[src/rtl/shift_reg_pkg.sv]
// Shared types for the shift_reg loader: FSM state encoding, direction
// constants and a small constant-expression helper.
package shift_reg_pkg;

  typedef enum logic [1:0] {
    IDLE  = 2'd0,
    SHIFT = 2'd1,
    DONE  = 2'd2,
    GAP   = 2'd3
  } loader_state_t;

  localparam logic DIR_LEFT  = 1'b0;
  localparam logic DIR_RIGHT = 1'b1;

  function automatic int max_int(input int a, input int b);
    return (a > b) ? a : b;
  endfunction

endpackage

[src/rtl/shift_reg_loader_cnt.sv]
// Clearable up-counter with terminal-count flag; it saturates at the
// terminal value instead of wrapping. Shared by the SHIFT and GAP phases.
module shift_reg_loader_cnt #(
  parameter int CW = 3
) (
  input  logic          clk,
  input  logic          rstn,
  input  logic          clr,
  input  logic          inc,
  input  logic [CW-1:0] term,
  output logic          at_term
);

  logic [CW-1:0] cnt_q;
  logic [CW-1:0] cnt_d;

  assign at_term = (cnt_q == term);

  always_comb begin
    cnt_d = cnt_q;
    if (clr) begin
      cnt_d = '0;
    end else if (inc && !at_term) begin
      cnt_d = cnt_q + CW'(1);
    end
  end

  always_ff @(posedge clk or negedge rstn) begin
    if (!rstn) begin
      cnt_q <= '0;
    end else begin
      cnt_q <= cnt_d;
    end
  end

endmodule

[src/rtl/shift_reg_loader.sv]
// Serializes one parallel word into shift_reg's d/en/dir inputs over MSB
// enabled clocks. Optional parity output enabled by SHIFT_REG_LOADER_PARITY_EN.
module shift_reg_loader
  import shift_reg_pkg::*;
#(
  parameter int MSB = 4,
  parameter int GAP = 1
) (
  input  logic           clk,
  input  logic           rstn,
  input  logic [MSB-1:0] in_data,
  input  logic           in_dir,
  input  logic           in_valid,
  output logic           in_ready,
  output logic           d,
  output logic           en,
  output logic           dir,
  output logic           busy,
  output logic           done
`ifdef SHIFT_REG_LOADER_PARITY_EN
  ,
  output logic           par
`endif
);

  // Handshake: a word is taken on a rising edge where in_valid && in_ready;
  // in_valid is ignored whenever in_ready is low.

  localparam int CW = $clog2(max_int(MSB, GAP) + 1);
  localparam logic [CW-1:0] SHIFT_TERM = CW'(MSB - 1);
  localparam logic [CW-1:0] GAP_TERM   = CW'((GAP > 0) ? GAP - 1 : 0);

  loader_state_t  state_q, state_d;
  logic [MSB-1:0] word_q, word_d;
  logic           dir_q, dir_d;
  logic           d_q, d_d;
  logic           en_q, en_d;
  logic           busy_q, busy_d;
  logic           done_q, done_d;
  logic           in_ready_q, in_ready_d;
  logic           cnt_clr, cnt_inc, cnt_at_term;
  logic [CW-1:0]  cnt_term;

  shift_reg_loader_cnt #(.CW(CW)) u_cnt (
    .clk     (clk),
    .rstn    (rstn),
    .clr     (cnt_clr),
    .inc     (cnt_inc),
    .term    (cnt_term),
    .at_term (cnt_at_term)
  );

  always_comb begin
    state_d  = state_q;
    word_d   = word_q;
    dir_d    = dir_q;
    d_d      = 1'b0;
    cnt_clr  = 1'b0;
    cnt_inc  = 1'b0;
    cnt_term = (state_q == shift_reg_pkg::GAP) ? GAP_TERM : SHIFT_TERM;
    case (state_q)
      IDLE: begin
        if (in_valid && in_ready_q) begin
          state_d = SHIFT;
          cnt_clr = 1'b1;
          dir_d   = in_dir;
          // word_q holds the bits not yet sent, leading bit at the outgoing end
          if (in_dir == DIR_RIGHT) begin
            d_d    = in_data[0];
            word_d = in_data >> 1;
          end else begin
            d_d    = in_data[MSB-1];
            word_d = in_data << 1;
          end
        end
      end
      SHIFT: begin
        if (cnt_at_term) begin
          state_d = DONE;
          cnt_clr = 1'b1;
        end else begin
          cnt_inc = 1'b1;
          if (dir_q == DIR_RIGHT) begin
            d_d    = word_q[0];
            word_d = word_q >> 1;
          end else begin
            d_d    = word_q[MSB-1];
            word_d = word_q << 1;
          end
        end
      end
      DONE: begin
        cnt_clr = 1'b1;
        state_d = (GAP > 0) ? shift_reg_pkg::GAP : IDLE;
      end
      shift_reg_pkg::GAP: begin
        if (cnt_at_term) begin
          state_d = IDLE;
          cnt_clr = 1'b1;
        end else begin
          cnt_inc = 1'b1;
        end
      end
      default: state_d = IDLE;
    endcase
    // Outputs are registered from the next state so they align with state_q.
    en_d       = (state_d == SHIFT);
    done_d     = (state_d == DONE);
    busy_d     = (state_d != IDLE);
    in_ready_d = (state_d == IDLE);
  end

  always_ff @(posedge clk or negedge rstn) begin
    if (!rstn) begin
      state_q    <= IDLE;
      word_q     <= '0;
      dir_q      <= 1'b0;
      d_q        <= 1'b0;
      en_q       <= 1'b0;
      busy_q     <= 1'b0;
      done_q     <= 1'b0;
      in_ready_q <= 1'b0;
    end else begin
      state_q    <= state_d;
      word_q     <= word_d;
      dir_q      <= dir_d;
      d_q        <= d_d;
      en_q       <= en_d;
      busy_q     <= busy_d;
      done_q     <= done_d;
      in_ready_q <= in_ready_d;
    end
  end

  assign in_ready = in_ready_q;
  assign d        = d_q;
  assign en       = en_q;
  assign dir      = dir_q;
  assign busy     = busy_q;
  assign done     = done_q;

`ifdef SHIFT_REG_LOADER_PARITY_EN
  logic par_bit_q, par_bit_d;
  logic par_q, par_d;

  always_comb begin
    par_bit_d = par_bit_q;
    if (state_q == IDLE && in_valid && in_ready_q) begin
      par_bit_d = ^in_data;
    end
    par_d = (state_d == DONE) ? par_bit_q : 1'b0;
  end

  always_ff @(posedge clk or negedge rstn) begin
    if (!rstn) begin
      par_bit_q <= 1'b0;
      par_q     <= 1'b0;
    end else begin
      par_bit_q <= par_bit_d;
      par_q     <= par_d;
    end
  end

  assign par = par_q;
`endif

endmodule

[config.mk]
export PLATFORM = sky130hd
export DESIGN_NAME = shift_reg_loader
export DESIGN_NICKNAME = d
export VERILOG_FILES = /design/src/rtl/shift_reg_pkg.sv /design/src/rtl/shift_reg_loader_cnt.sv /design/src/rtl/shift_reg_loader.sv
export SDC_FILE = /design/constraint.sdc
export NUM_CORES = 1
export LEC_CHECK = 0
export ABC_AREA = 1
export BUFFER_PORTS_ARGS = -buffer_cell sky130_fd_sc_hd__clkbuf_2
export CAP_MARGIN = 20
export CORE_MARGIN = 4
export CORE_UTILIZATION = 40
export CTS_BUF_LIST = sky130_fd_sc_hd__clkbuf_2
export DETAILED_ROUTE_END_ITERATION = 12
export HOLD_SLACK_MARGIN = 0.03
export SLEW_MARGIN = 15
export SYNTH_ARGS = -nofsm -noshare
export SYNTH_HDL_FRONTEND = slang
export SYNTH_SLANG_ARGS = --single-unit
[constraint.sdc]
create_clock -name clk -period 1.7 [get_ports clk]
set_input_delay 0.34 -clock clk [delete_from_list [all_inputs] [get_ports clk]]
set_output_delay 0.34 -clock clk [all_outputs]
set_load 0.05 [all_outputs]
**Yosys cells after proc, flatten, opt, wreduce, memory -nomap -nowiden**

Index checks and enable logic that the tools add are counted.

- Muxes and demuxes: 22
- Div/mod/pow operators: 0
- $mul: 0
- Add/subtract/negate cells: 1
- Bitwise operators: 0
- Reductions and logical operators: 11
- Equality and inequality tests: 8
- Shift-type cells: 0
- $lt $le $gt $ge: 0

Operators with widths:

| kind | count |
|---|---|
| $mux 4 | 4 |
| $mux 1 | 8 |
| $mux 2 | 4 |
| $pmux 2 s4 | 1 |
| $pmux 4 s2 | 1 |
| $eq 2x2->1 const B | 3 |
| $mux 3 | 2 |
| $reduce_bool 2->1 | 3 |
| $eq 2x1->1 const B | 2 |
| $logic_not 2->1 | 2 |
| $ne 2x2->1 const B | 2 |
| $add 3x1->3 const B | 1 |
| $eq 3x2->1 | 1 |
| $pmux 1 s3 | 1 |
| $reduce_and 3->1 | 1 |
| $logic_and 1x1->1 | 2 |
| $pmux 1 s2 | 1 |
| $reduce_and 2->1 | 1 |
| $reduce_or 2->1 | 1 |
| $logic_not 1->1 | 1 |

- Latch bits: 0
- Memories kept: 0
- Output and inout bits: 6
- Logic and storage cells: 51
- Bits in writable memories: 0
- Memory bits (read-only): 0
- Register bits: 15
- Bits of input ports: 8

**Depth between registers and ports, before layout**

Gate-level depths: netlist of run 1.

- Depth after elaboration: 8
- Gate-level depth with buffers: 8
- Gate-level depth less buffers: 7

**Hierarchy**

From an unflattened synthesis of run 1, not the netlist that was laid out.

- Cell total of the unflattened synthesis: 114
- Area total of the unflattened synthesis: 857.1 um^2

Modules (own cells, without submodules):

| module | times used | cells an instance | area an instance (um^2) | sequential area each (um^2) |
|---|---|---|---|---|
| shift_reg_loader | 1 | 85 | 645.6 | 300.3 |
| shift_reg_loader_cnt | 1 | 29 | 211.5 | 75.1 |

**Worst setup path after synthesis of run 1**

Ideal clock, no wire load.

- Path type: register to register
- Start: register dir_q, in the netlist dir
- End: register word_q[1]
- Stages on the path, launching flop included: 6
- Buffers on the path: 0
- Arrival time: 1.152 ns
- Slack: 0.432 ns
- Data required time: 1.584 ns
- Clock period less this slack: 1.268 ns
- Setup time: 0.116 ns
- Path through: dfrtp_1 > inv_1 > o21ai_0 > nand2_1 > nand2_1 > nand2_1

- Cells in the longest elaborated chain, start to end: 3

RTL lines:

| item | line | source |
|---|---|---|
| start, declared | shift_reg_loader.sv:35 | `logic dir_q, dir_d;` |
| start signal, assigned | shift_reg_loader.sv:126 | `dir_q <= dir_d;` |
| $mux 4 | shift_reg_loader.sv:83 | `if (dir_q == DIR_RIGHT) begin` |
| $mux 4 | shift_reg_loader.sv:78 | `if (cnt_at_term) begin` |
| $pmux 4 s2 | shift_reg_loader.sv:61 | `case (state_q)` |
| end signal, assigned | shift_reg_loader.sv:125 | `word_q <= word_d;` |
| end, declared | shift_reg_loader.sv:34 | `logic [MSB-1:0] word_q, word_d;` |

No other way between the ends. The select of a mux whose other input is x is not followed.
A chain may end at the register's enable or synchronous reset.

**Worst setup path in the final report of run 1**

- Start: register dir_q, in the netlist dir
- End: output port dir

RTL lines:

| item | line | source |
|---|---|---|
| end, declared | shift_reg_loader.sv:17 | `output logic dir,` |

No word-level cell between the ends.

==> results of run 1 <==
[cells by family after synthesis]
kind of cell	Yosys count
AOI/OAI and AO/OA	10
xor gates and xnor gates	1
DFF	15
buffers and inverters	16
adders and majority gates	1
and+or+nand+nor	61
[power breakdown]
part           leakage [nW]  total (mW)  internal, mW  switching (mW)
sequential            0.188       0.659         0.500           0.160
clock                0.0164       0.157        0.0532           0.104
combinational         0.335       0.940         0.297           0.643
total                 0.539        1.76         0.850           0.907
[routing by layer]
layer  share of wire (%)  up-vias  wire length (um)
met5                   0        -                 0
met3                 6.9        4               101
li1                    -      365                 -
met1                  49      281               722
met2                  43       17               636
met4                0.95        0                14
[Yosys cell counts]
library cell               instances
sky130_fd_sc_hd__nor2_4            1
sky130_fd_sc_hd__xor2_1            1
sky130_fd_sc_hd__nand3_2           2
sky130_fd_sc_hd__nand2_2           4
sky130_fd_sc_hd__nor2_8            1
sky130_fd_sc_hd__dfrtp_1          15
sky130_fd_sc_hd__inv_2             4
sky130_fd_sc_hd__inv_1            11
sky130_fd_sc_hd__ha_1              1
sky130_fd_sc_hd__nand2_1          32
sky130_fd_sc_hd__o21ai_0           5
sky130_fd_sc_hd__a31oi_1           1
sky130_fd_sc_hd__nand4_2           1
sky130_fd_sc_hd__nand3_1           6
sky130_fd_sc_hd__nand4_1           3
sky130_fd_sc_hd__nor2_1           10
sky130_fd_sc_hd__nand2_4           1
sky130_fd_sc_hd__buf_6             1
sky130_fd_sc_hd__o211ai_1          2
sky130_fd_sc_hd__a21oi_1           2
[final cells by class]
cell class,count,area share (%)
timing repair buffer,14,7.947
multi-input combinational,73,40.66
tap,27,3.576
clock buffer,3,1.589
sequential,15,39.74
clock inverter,1,0.5298
inverter,15,5.960
[path summary, 6_finish.rpt]
kind                                   to  slack, ns  depth (start not counted)
hold / removal                          d       0.34                          3
setup reg to reg                word_q[1]       0.37                          7
min in group asynchronous  u_cnt.cnt_q[0]       0.49                          2
max in group asynchronous       word_q[0]       0.95                          2
setup / recovery                      dir       0.30                          1
hold reg to reg                 word_q[2]       0.52                          2
[repair_timing]
item                      CTS  global route
setup buffers               0             0
hold buffers                1             0
hold endpoints to repair   15             0
[per-stage QoR]
| stage | area [um^2] | utilization (%) | cells | setup WS, ns | hold slack, ns |
|---|---|---|---|---|---|
| 2_1_floorplan | 827.0 | - | 104 | 0.4316 | 0.04441 |
| 3_3_place_gp | 914.6 | 46.62 | 143 | 0.3766 | 0.2740 |
| 3_5_place_dp | 914.6 | 46.62 | 143 | 0.3748 | 0.2682 |
| 4_1_cts | 944.7 | 48.15 | 148 | 0.2852 | 0.3335 |
| 5_1_grt | 944.7 | 48.15 | 148 | 0.1937 | 0.3499 |
| 6_report | 944.7 | 48.15 | 148 | 0.2957 | 0.3380 |
==> results list, run 1 <==
- For this configuration, the core starts out at a cell density of 42.16%.
* Die Y-Extent: 53.47 um
- At the worst endpoint, the required time is 1.36 ns.
- Setup repair after global routing left no endpoint under its margin.
- Category of cells accounting for the largest share of critical-path delay: flip-flops
- RD Place Congestion: 0.8278
- Diodes inserted: 0
- Worst Setup Start Kind: register
- The design draws 1.757 mW.
- Most frequent standard cell in the layout excluding fill and tap cells: sky130_fd_sc_hd__nand2_1
- The first detailed-routing pass ran for 4 iterations.
- Synthesis produced a netlist with a net count of 113.
- Root buffer cell: sky130_fd_sc_hd__clkbuf_2
- Setup violations remaining at the end of the flow were counted as 0.
- Sequential share of the synthesized area: 45.39%
* Crit path from: dir
* Met1 track demand over resource: 16.75%
- From left edge to right edge, the die measures 53.47 um.
* Launch point of the worst hold path: in_valid
- Max Root-Sink Buffers: 2
- The detail route stage leaves a number of antenna-violating nets equal to 0.
* Growth of design area from synthesis to finish: 14.22%
- Dividing the detail-routed wire length by the instance count gives around 10 um.
- Gates resized during post-CTS repair numbered 0.
* Period minus WS final: 1.404 ns
- The core region is 0.001962 mm^2.
* Clk pin slew, worst setup/hold paths: 0.13 ns
* Distinct cell type count after synthesis: 20
* WP buf/inv: 1
* CP endpoint kind: output port
* Mux contribution to synthesized area: 0%
- In the post-synthesis netlist, the biggest area contributors are sky130_fd_sc_hd__dfrtp_1 (45%), sky130_fd_sc_hd__nand2_1 (15%), sky130_fd_sc_hd__inv_1 (5.0%).
- Synth warn: 0
- First-pass GRT wire length: 2559 um
* Share of the clock period used by the worst path: 82.61%
- Synthesis produced a netlist whose cell count is 104.
- Most frequent cells in the layout: sky130_fd_sc_hd__nand2_1 (32), sky130_fd_sc_hd__clkbuf_2 (16), sky130_fd_sc_hd__dfrtp_1 (15)
* Antenna violations before repair: 0
- The die covers approximately 0.0029 mm^2.
* Clock Skew: ~0.0010 ns
- Count of routing violations after the opening detailed-route iteration: 23
- Number of global-route vias before repair: 610
- Number of standard-cell rows in the floorplan: 16
* Final slew viol count: 0
- Reg area: ~380 um^2
- Via count: between 600 and 700
- Global routing used 17.96% of the available met2 tracks.
- Count of endpoints failing hold in the final timing report: 0
* Register with the most flip-flops: word_q
- Crit-path slowest cell: sky130_fd_sc_hd__dfrtp_1
- Number of clock buffers inserted by TritonCTS: 3
- Relative max-transition margin: between 60% and 70%
- Combinational family with the most area after synthesis: simple AND/OR/NAND/NOR gates
- Fmax: approximately 700 MHz
- # fillers: 210
- Remaining Overflow, GRT: 0
* Post-synthesis area per instance: 7.952 um^2
* Worst Tran Pin Value: 0.4617 ns
- Of the post-synthesis cell area, the dominant cell type holds between 40 and 50%.
- CTS tree: done
- Setup total negative slack on the finished layout was measured at 0 ns.
- In this run the cell area of the synthesized design comes to 827.0 um^2.
- Wires add up to 1474 um.
- Data arrives at the worst endpoint at 1.06 ns.
- At the end of the flow, the number of nets in the layout was 131.
- During I/O placement, the number of pins put on the boundary was 14.
- For this design the static power due to leakage is 0.5395 nW.
* Insertion delay to the later sink of the worst-skew pair: 0.27 ns
- IR analysis of the VDD net gives a maximum drop of 0.0009444 V.
- Of the total synthesized cell area, the portion taken by full adders, half adders and majority gates is 1.513%.
* Dominant cell type by area after synthesis: sky130_fd_sc_hd__dfrtp_1
* DRC violations left: 0
- Using the TritonRoute via totals, the vias-per-cell ratio works out to about 4.5.
- Registers with the most flip-flops: word_q (4), u_cnt.cnt_q (3), state_q (2)
* Number of synthesized register bits: 15
- Number of flip-flops in the largest register: 4
* Share of post-route cells with drive strength above 1: 25.62%
* Pwr dens: 1860 mW/mm^2
- The synthesized netlist devotes 6.808% of its cell area to compound gates.
* Worst-path maximum fanout: 7
* Crit path cell chain: clkbuf_2
- Parity-gate share of the synthesized area counting xor and xnor cells: 1.059%
- GR met3 Demand/Resource: 6.479%
* Post-synthesis share of cell area spent on and, or, nand and nor gates: 37.07%
- For this run, the slowest stage of the critical path takes around 0.47 ns.
- Result of the run: finished, final reports clean
- met2 is the most crowded layer.
- Across every metal layer, demand over resource in global routing totals 12.82%.
- PortBufs: 13
- Worst Setup Path Type: register to output port
- Detail Placement HPWL: between 1000 and 1500 um
- The worst register-to-register path begins at state_q[0].
- In the final layout, the multi-input gates occupy roughly 380 um^2.
* Number of max-cap violations: 0
- In this run the number of H-tree levels came out at 1.
* Path category of the worst min-delay check: input pin to register
* Maximum number of pins on one net before global-route repair: 16
- The clock net in this run drives a total of 15 sinks.
Note: power is estimated with default switching activity, not from simulation.
==> run 2: changes to the inputs <==
Clock period 1.7 ns to 1.3 ns, I/O delays scaled along.
==> run 2 against run 1 <==
Effect of this change: clock skew about the same; flip-flop and latch count unchanged; sequential power increased by 32%; clock-buffer cell count increased by 1; core utilization increased by 1.8 points; die area unchanged; routed wire length increased by 10%; sequential share of layout area decreased by 1.2 points; global-route usage increased by 0.65 points; via count increased by 6.9%; critical endpoint unchanged; largest cell class unchanged; highest routed layer unchanged.
==> results list, run 2 (synthesis gave the netlist of run 1 again) <==
* Fmax: 813.5 MHz
- The maximum number of pins on one net before global-route repair was 16 (unchanged).
- The number of sinks on the clock net was 15 (unchanged).
* Share of post-route cells with drive strength above 1: 30.65% (+5.0 points)
* Count of routing violations after the opening detailed-route iteration: 21 (-8.7%)
* Diodes inserted: 0 (unchanged)
- The hold path depth was 3 (unchanged).
- Launch point of the worst hold path: in_valid
- DRC violations left: 0 (unchanged)
- Number of standard-cell rows in the floorplan: 16 (unchanged)
* Unrepaired setup endpoints after global routing: false
- The top-level I/O count came to 14 (unchanged).
- Worst Setup Path Type: register to output port
- The setup slack on the worst flop-to-flop path is 0.12 ns (-0.25 ns).
- Pwr dens: 2457 mW/mm^2 (+32%)
- PortBufs: 13 (unchanged)
- The worst-case clock buffer depth was 2 (unchanged).
- The final cell count without fillers was 151 (+2.0%).
- Remaining Overflow, GRT: 0 (unchanged)
- Final wirelength: 1624 um (+10%)
- Post-placement cell count: 145 (+1.4%)
- The path with the worst hold slack has its endpoint at d.
* H-tree levels: 1 (unchanged)
- Worst-path maximum fanout: 7 (unchanged)
- Number of setup violations in the final report: 0 (unchanged)
* Total die area: 0.002859 mm^2 (unchanged)
- Period minus WS final: ~1.2 ns
* Crit path cell chain: clkbuf_4
- The peak ir drop on the vdd network is 0.001226 V (+30%).
* CP Depth: 1 (unchanged)
- The worst register-to-register path begins at state_q[1].
- Share of the clock period used by the worst path: 94.56%
* WP data required: 1.04 ns (-0.32 ns)
* Sum of internal, switching and leakage power: 2.407 mW (+37%)
- STA classifies the critical path endpoint as an output port.
- Worst Setup Start Kind: register
* CTS tree: done
- Vias/cell: 4.722 (+4.8%)
- The number of nets in the layout is 134 (+2.3%).
- The first-pass GRT wire length was 2739 um (+7.0%).
* Critical Path AT: 0.97 ns (-0.09 ns)
- The floorplan die width is 53.47 um (unchanged).
- Starting Density: 42.16% (unchanged)
- The length in cells of the worst reg-to-reg path came to 6 (-1).
- The CTS buffer count came to 3 (unchanged).
- Most frequent standard cell in the layout excluding fill and tap cells: sky130_fd_sc_hd__nand2_1
- The flow ran to the end, and the final reports show no timing, DRC or antenna violations.
* Final slew viol count: 0 (unchanged)
* Number of global-route vias before repair: 627 (+2.8%)
- Clk pin slew, worst setup/hold paths: 0.15 ns (+0.02 ns)
- Utilization after layout: 49.94% (+1.8 points)
* Clock Skew: 0.0007067 ns (-0.0003293 ns)
- The overall global routing resource usage came to 13.46% (+0.65 points).
- Via count: 713 (+6.9%)
- The initial antenna violation count was 0 (unchanged).
- In this run the critical register-to-register path is captured at word_q[1].
- Crit-path slowest cell: sky130_fd_sc_hd__dfrtp_2
- Worst Tran Pin Value: 0.3728 ns (-0.08895 ns)
- The top cell types in the final layout, fill and taps aside, are sky130_fd_sc_hd__nand2_1 (31), sky130_fd_sc_hd__clkbuf_2 (15), sky130_fd_sc_hd__dfrtp_1 (13).
* Category of cells accounting for the largest share of critical-path delay: flip-flops
- The largest stage delay on the critical path is 0.47 ns (about the same).
* Count of endpoints failing hold in the final timing report: 0 (unchanged)
- The setup TNS after final layout is 0 ns (unchanged).
* Std-Cell Core Area: 0.001962 mm^2 (unchanged)
- Path category of the worst min-delay check: input pin to register
* Final routed wire length divided by cell count: 10.75 um (+8.0%)
- Register with the most flip-flops: word_q
- Registers with the most flip-flops: word_q (4), u_cnt.cnt_q (3), state_q (2)
- The later-pin clock latency in the skew report was 0.27 ns (about the same).
* Number of max-cap violations: 0 (unchanged)
* WP buf/inv: 1 (unchanged)
- Detail Placement HPWL: 1276 um (+9.1%)
- Root buffer cell: sky130_fd_sc_hd__clkbuf_2
- Pre-antenna DRT Iters: 4 (unchanged)
- Growth of design area from synthesis to finish: 18.46%
* Relative max-transition margin: 75.15% (+5.9 points)
- Leakage power total: 0.5530 nW (+2.5%)
- The vertical extent of the die came to 53.47 um (unchanged).
* Number of flip-flops in the largest register: 4 (unchanged)
- The last weighted congestion value of the routability-driven placer came to 0.8714 (+5.3%).
- The post-detailed-route count of antenna-violating nets was 0 (unchanged).
run 2: final cells by class:
| cell class | count | area (um^2) |
|---|---|---|
| fillers | 199 | 982.2 |
| clock buffers | 4 | 20.02 |
| repair buffers | 17 | 102.6 |
| inverters | 15 | 56.30 |
| multi-input cells | 73 | 389.1 |
| well taps | 27 | 33.78 |
| flip-flops and latches | 15 | 377.9 |
run 2: per-layer routing:
metal	vias up	GRT usage (%)	share of wire [%]
met5	-	0	0
met4	0	5.957	1.4
met3	4	3.944	7.5
met2	27	19.18	44
met1	312	18.48	47
li1	370	-	-
run 2: repair_timing:
action / 4_1_cts / 5_1_grt
setup buffers: 0 / 1
resized for setup: 4 / 2
endpoints found under the hold margin: 15 / 0
pin swaps: 0 / 0
hold buffers: 1 / 0
endpoints found under the setup margin: 3 / 3
run 2: worst max path at each step:
stage          slack [ns]        end  startpoint
3_3_place_gp        -0.02  word_q[1]  state_q[0]
6_report             0.07        dir         dir
2_1_floorplan        0.03  word_q[1]         dir
4_1_cts              0.05   in_ready    in_ready
3_5_place_dp       -0.002  word_q[1]  state_q[0]
5_1_grt             0.003  word_q[3]  state_q[0]
run 2: per-stage QoR:
stage	worst slack (ns)	instance area (um^2)	hold WS, ns
2_1_floorplan	0.03159	827.0	-0.03559
3_3_place_gp	-0.01900	929.6	0.1955
3_5_place_dp	-0.002419	929.6	0.1986
4_1_cts	0.04575	967.2	0.2254
5_1_grt	0.002607	979.7	0.2464
6_report	0.07076	979.7	0.2402
run 2: report_power, final:
| part | switching, mW | internal, mW |
|---|---|---|
| logic | 0.866 | 0.443 |
| clock network | 0.149 | 0.0816 |
| registers | 0.208 | 0.660 |
==> run 3: changes to the inputs <==
Clock period 1.3 ns to 1.2 ns, I/O delays scaled along.
==> run 3 against run 2 <==
Effect of this change: core utilization is 2.9 points higher; worst setup slack got worse by 0.027 ns; combinational power rose by 21%; routed wire length down 0.68%; total power rose by 15%; register-to-register slack got worse by 0.08 ns; critical path depth is 5 higher; cell count increased by 2.6%; largest power group unchanged.
==> results list, run 3 (synthesis gave the netlist of run 1 again) <==
- Pwr dens: 2663 mW/mm^2 (+8.4%)
* Sequential power share: 33.7% (-2.4 points)
- The iteration-0 DRC count of the detailed router came to 17 (-19%).
- TritonCTS built the clock tree.
- First-pass GRT wire length: 2684 um (-2.0%)
- Maximum number of pins on one net before global-route repair: 16 (unchanged)
- Root buffer cell: sky130_fd_sc_hd__clkbuf_2
- The worst hold slack is 0.2143 ns (-0.02591 ns).
- The CTS buffer count came to 3 (unchanged).
- Crit-path slowest cell: sky130_fd_sc_hd__dfrtp_2
* Final slew viol count: 0 (unchanged)
- The worst path setup slack after routing is 0.04359 ns (-0.02718 ns).
- The data arrival time of the critical path is 1.35 ns (+0.38 ns).
- Registers with the most flip-flops: word_q (4), u_cnt.cnt_q (3), state_q (2)
* Cells on worst reg2reg path: 6 (unchanged)
- Switching power total: 1.381 mW (+13%)
* Final design instance area without fill: 0.001037 mm^2 (+5.9%)
* Crit path cell chain: inv_4 > nand4_2 > nand2_4 > inv_4 > nand2_1 > nand2_1
- The overall global routing resource usage is 12.79% (-0.67 points).
- The number of placed instances, taps included came to 147 (+1.4%).
- Period minus WS final: 1.156 ns
- The end-of-flow core utilization was 52.87% (+2.9 points).
- The final cell count without fillers is 155 (+2.6%).
- Worst vdd ir: 0.001384 V (+13%)
* Number of standard-cell rows in the floorplan: 16 (unchanged)
- The clock slew seen by the registers of the worst setup and hold paths is 0.16 ns (about the same).
* Hold Path End: d
- Detail Placement HPWL: 1235 um (-3.2%)
- The aggregate routed wire length is 1613 um (-0.68%).
* Category of cells accounting for the largest share of critical-path delay: flip-flops
* Share of the clock period used by the worst path: 96.37%
- Relative max-transition margin: 75.77% (+0.62 points)
- Vias/cell: 4.639 (-1.8%)
* Register with the most flip-flops: word_q
* Remaining Overflow, GRT: 0 (unchanged)
- The largest fanout of any net on the critical path was 5 (-2).
- The setup slack on the worst flop-to-flop path was 0.04 ns (-0.08 ns).
- Setup repair after global routing could not meet its margin everywhere.
- Number of flip-flops in the largest register: 4 (unchanged)
- The part of the power in combinational logic is 57.4% (+3.0 points).
* Final routed wire length divided by cell count: 10.41 um (-3.2%)
- Setup Slack @ Placement: -0.04183 ns (-0.03941 ns)
- Antenna violations before repair: 0 (unchanged)
- Leakage power total: 0.5748 nW (+3.9%)
- Endpoint of the worst-slack reg-to-reg timing path: word_q[1]
- Growth of design area from synthesis to finish: 25.42%
- The last weighted congestion value of the routability-driven placer came to 0.7865 (-9.7%).
* Sum of internal, switching and leakage power: 2.762 mW (+15%)
- The later-pin clock latency in the skew report is 0.28 ns (about the same).
- Result of the run: finished, final reports clean
- Crit path from: state_q[1]
- The worst-case clock buffer depth was 2 (unchanged).
* Clock group share of total power: 8.9% (-0.7 points)
- The final count of hold timing violations is 0 (unchanged).
- Die X: 53.47 um (unchanged)
- The internal portion of total power is 1.382 mW (+17%).
- The clock skew after layout is 0.001570 ns (+0.0008638 ns).
* Number of max-cap violations: 0 (unchanged)
- The die area is 0.002859 mm^2 (unchanged).
- Share of post-route cells with drive strength above 1: 35.16% (+4.5 points)
- The worst setup path is launched from a register.
- Fmax: 864.7 MHz
* Clock sink total: 15 (unchanged)
- The number of port buffers is 13 (unchanged).
- The total number of vias is 719 (+0.84%).
- The worst endpoint required time was 1.39 ns (+0.35 ns).
- The largest stage delay on the critical path was 0.51 ns (+0.04 ns).
* Path category of the worst min-delay check: input pin to register
- Std-Cell Core Area: 0.001962 mm^2 (unchanged)
* CP endpoint kind: register
- The post-detailed-route count of antenna-violating nets was 0 (unchanged).
* Diodes inserted: 0 (unchanged)
- Worst Tran Pin Value: 0.3635 ns (-0.009267 ns)
- Leaving out fill and tap cells, the most frequent cell in the layout is sky130_fd_sc_hd__nand2_1.
- The total DRC errors in the routed layout came to 0 (unchanged).
- The top-level I/O count was 14 (unchanged).
- WP buf/inv: 2 (+1)
- Launch point of the worst hold path: in_valid
* Cell area reported after detailed placement: 947.2 um^2 (+1.9%)
- The number of nets in the layout is 138 (+3.0%).
- Worst Setup Path Type: register to register
- Total negative setup slack: 0 ns (unchanged)
* Starting Density: 42.16% (unchanged)
* Most frequent cells in the layout: sky130_fd_sc_hd__nand2_1 (31), sky130_fd_sc_hd__clkbuf_2 (12), sky130_fd_sc_hd__inv_1 (11)
* Count of cells along the worst hold path: 3 (unchanged)
* Fraction of power spent switching nets: 49.98% (-0.84 points)
- In this run the critical register-to-register path is launched from state_q[1].
* Number of global-route vias before repair: 630 (+0.48%)
- Die Y-Extent: 53.47 um (unchanged)
- H-tree levels: 1 (unchanged)
- The iteration count of the initial detailed-routing pass came to 6 (+2).
* Number of setup violations in the final report: 0 (unchanged)
-- run 3: changes by cell type in the layout (fill, tap and decap cells not counted), sizes merged --
cell	delta
clkinv	+1
buf	+7
clkbuf	-4
-- run 3: how the worst max path moves through the flow --
stage                     endpoint  slack (ns)  depth (start not counted)
finish                   word_q[1]        0.04                          6
global route             word_q[0]       -0.04                          6
CTS                            dir      -0.009                          1
detailed placement       word_q[1]       -0.04                          7
global placement         word_q[1]       -0.06                          7
floorplan           u_cnt.cnt_q[2]        0.11                          6
-- run 3: repair_timing --
item / 4_1_cts / 5_1_grt
hold buffers: 1 / 0
pin swaps: 0 / 1
setup endpoints to repair: 12 / 11
buffers inserted: 0 / 3
hold endpoints to repair: 15 / 0
resized for setup: 6 / 9
-- run 3: cell type report --
cell class / count / area, um^2
inverter: 15 / 61.31
fill: 198 / 924.6
clock buffer: 3 / 15.01
timing repair buffer: 21 / 146.4
clock inverter: 1 / 5.005
sequential: 15 / 381.6
tap: 27 / 33.78
multi-input combinational: 73 / 394.1
-- run 3: layer usage --
layer | vias up | track usage (%) | part of all wire (%)
met5 | - | 0 | 0
met4 | 0 | 3.830 | 0
met3 | 0 | 2.535 | 5.3
met2 | 18 | 19.59 | 44
met1 | 324 | 17.87 | 51
li1 | 377 | - | -
-- run 3: power groups by stage --
stage	Clock [mW]	Combinational (mW)	Sequential [mW]
after CTS	0.262	1.46	0.939
final	0.245	1.59	0.931
after floorplan	0	0.884	1.14
after global routing	0.278	1.76	0.958
after detailed placement	0	1.41	0.940
after global placement	0	1.41	0.939
-- run 3: worst register-to-register path: cells and delay by family, from the launching register on --
family	cells	cell delay (ns)
buffers and inverters	2	0.16
DFF	1	0.51
and+or+nand+nor	4	0.40
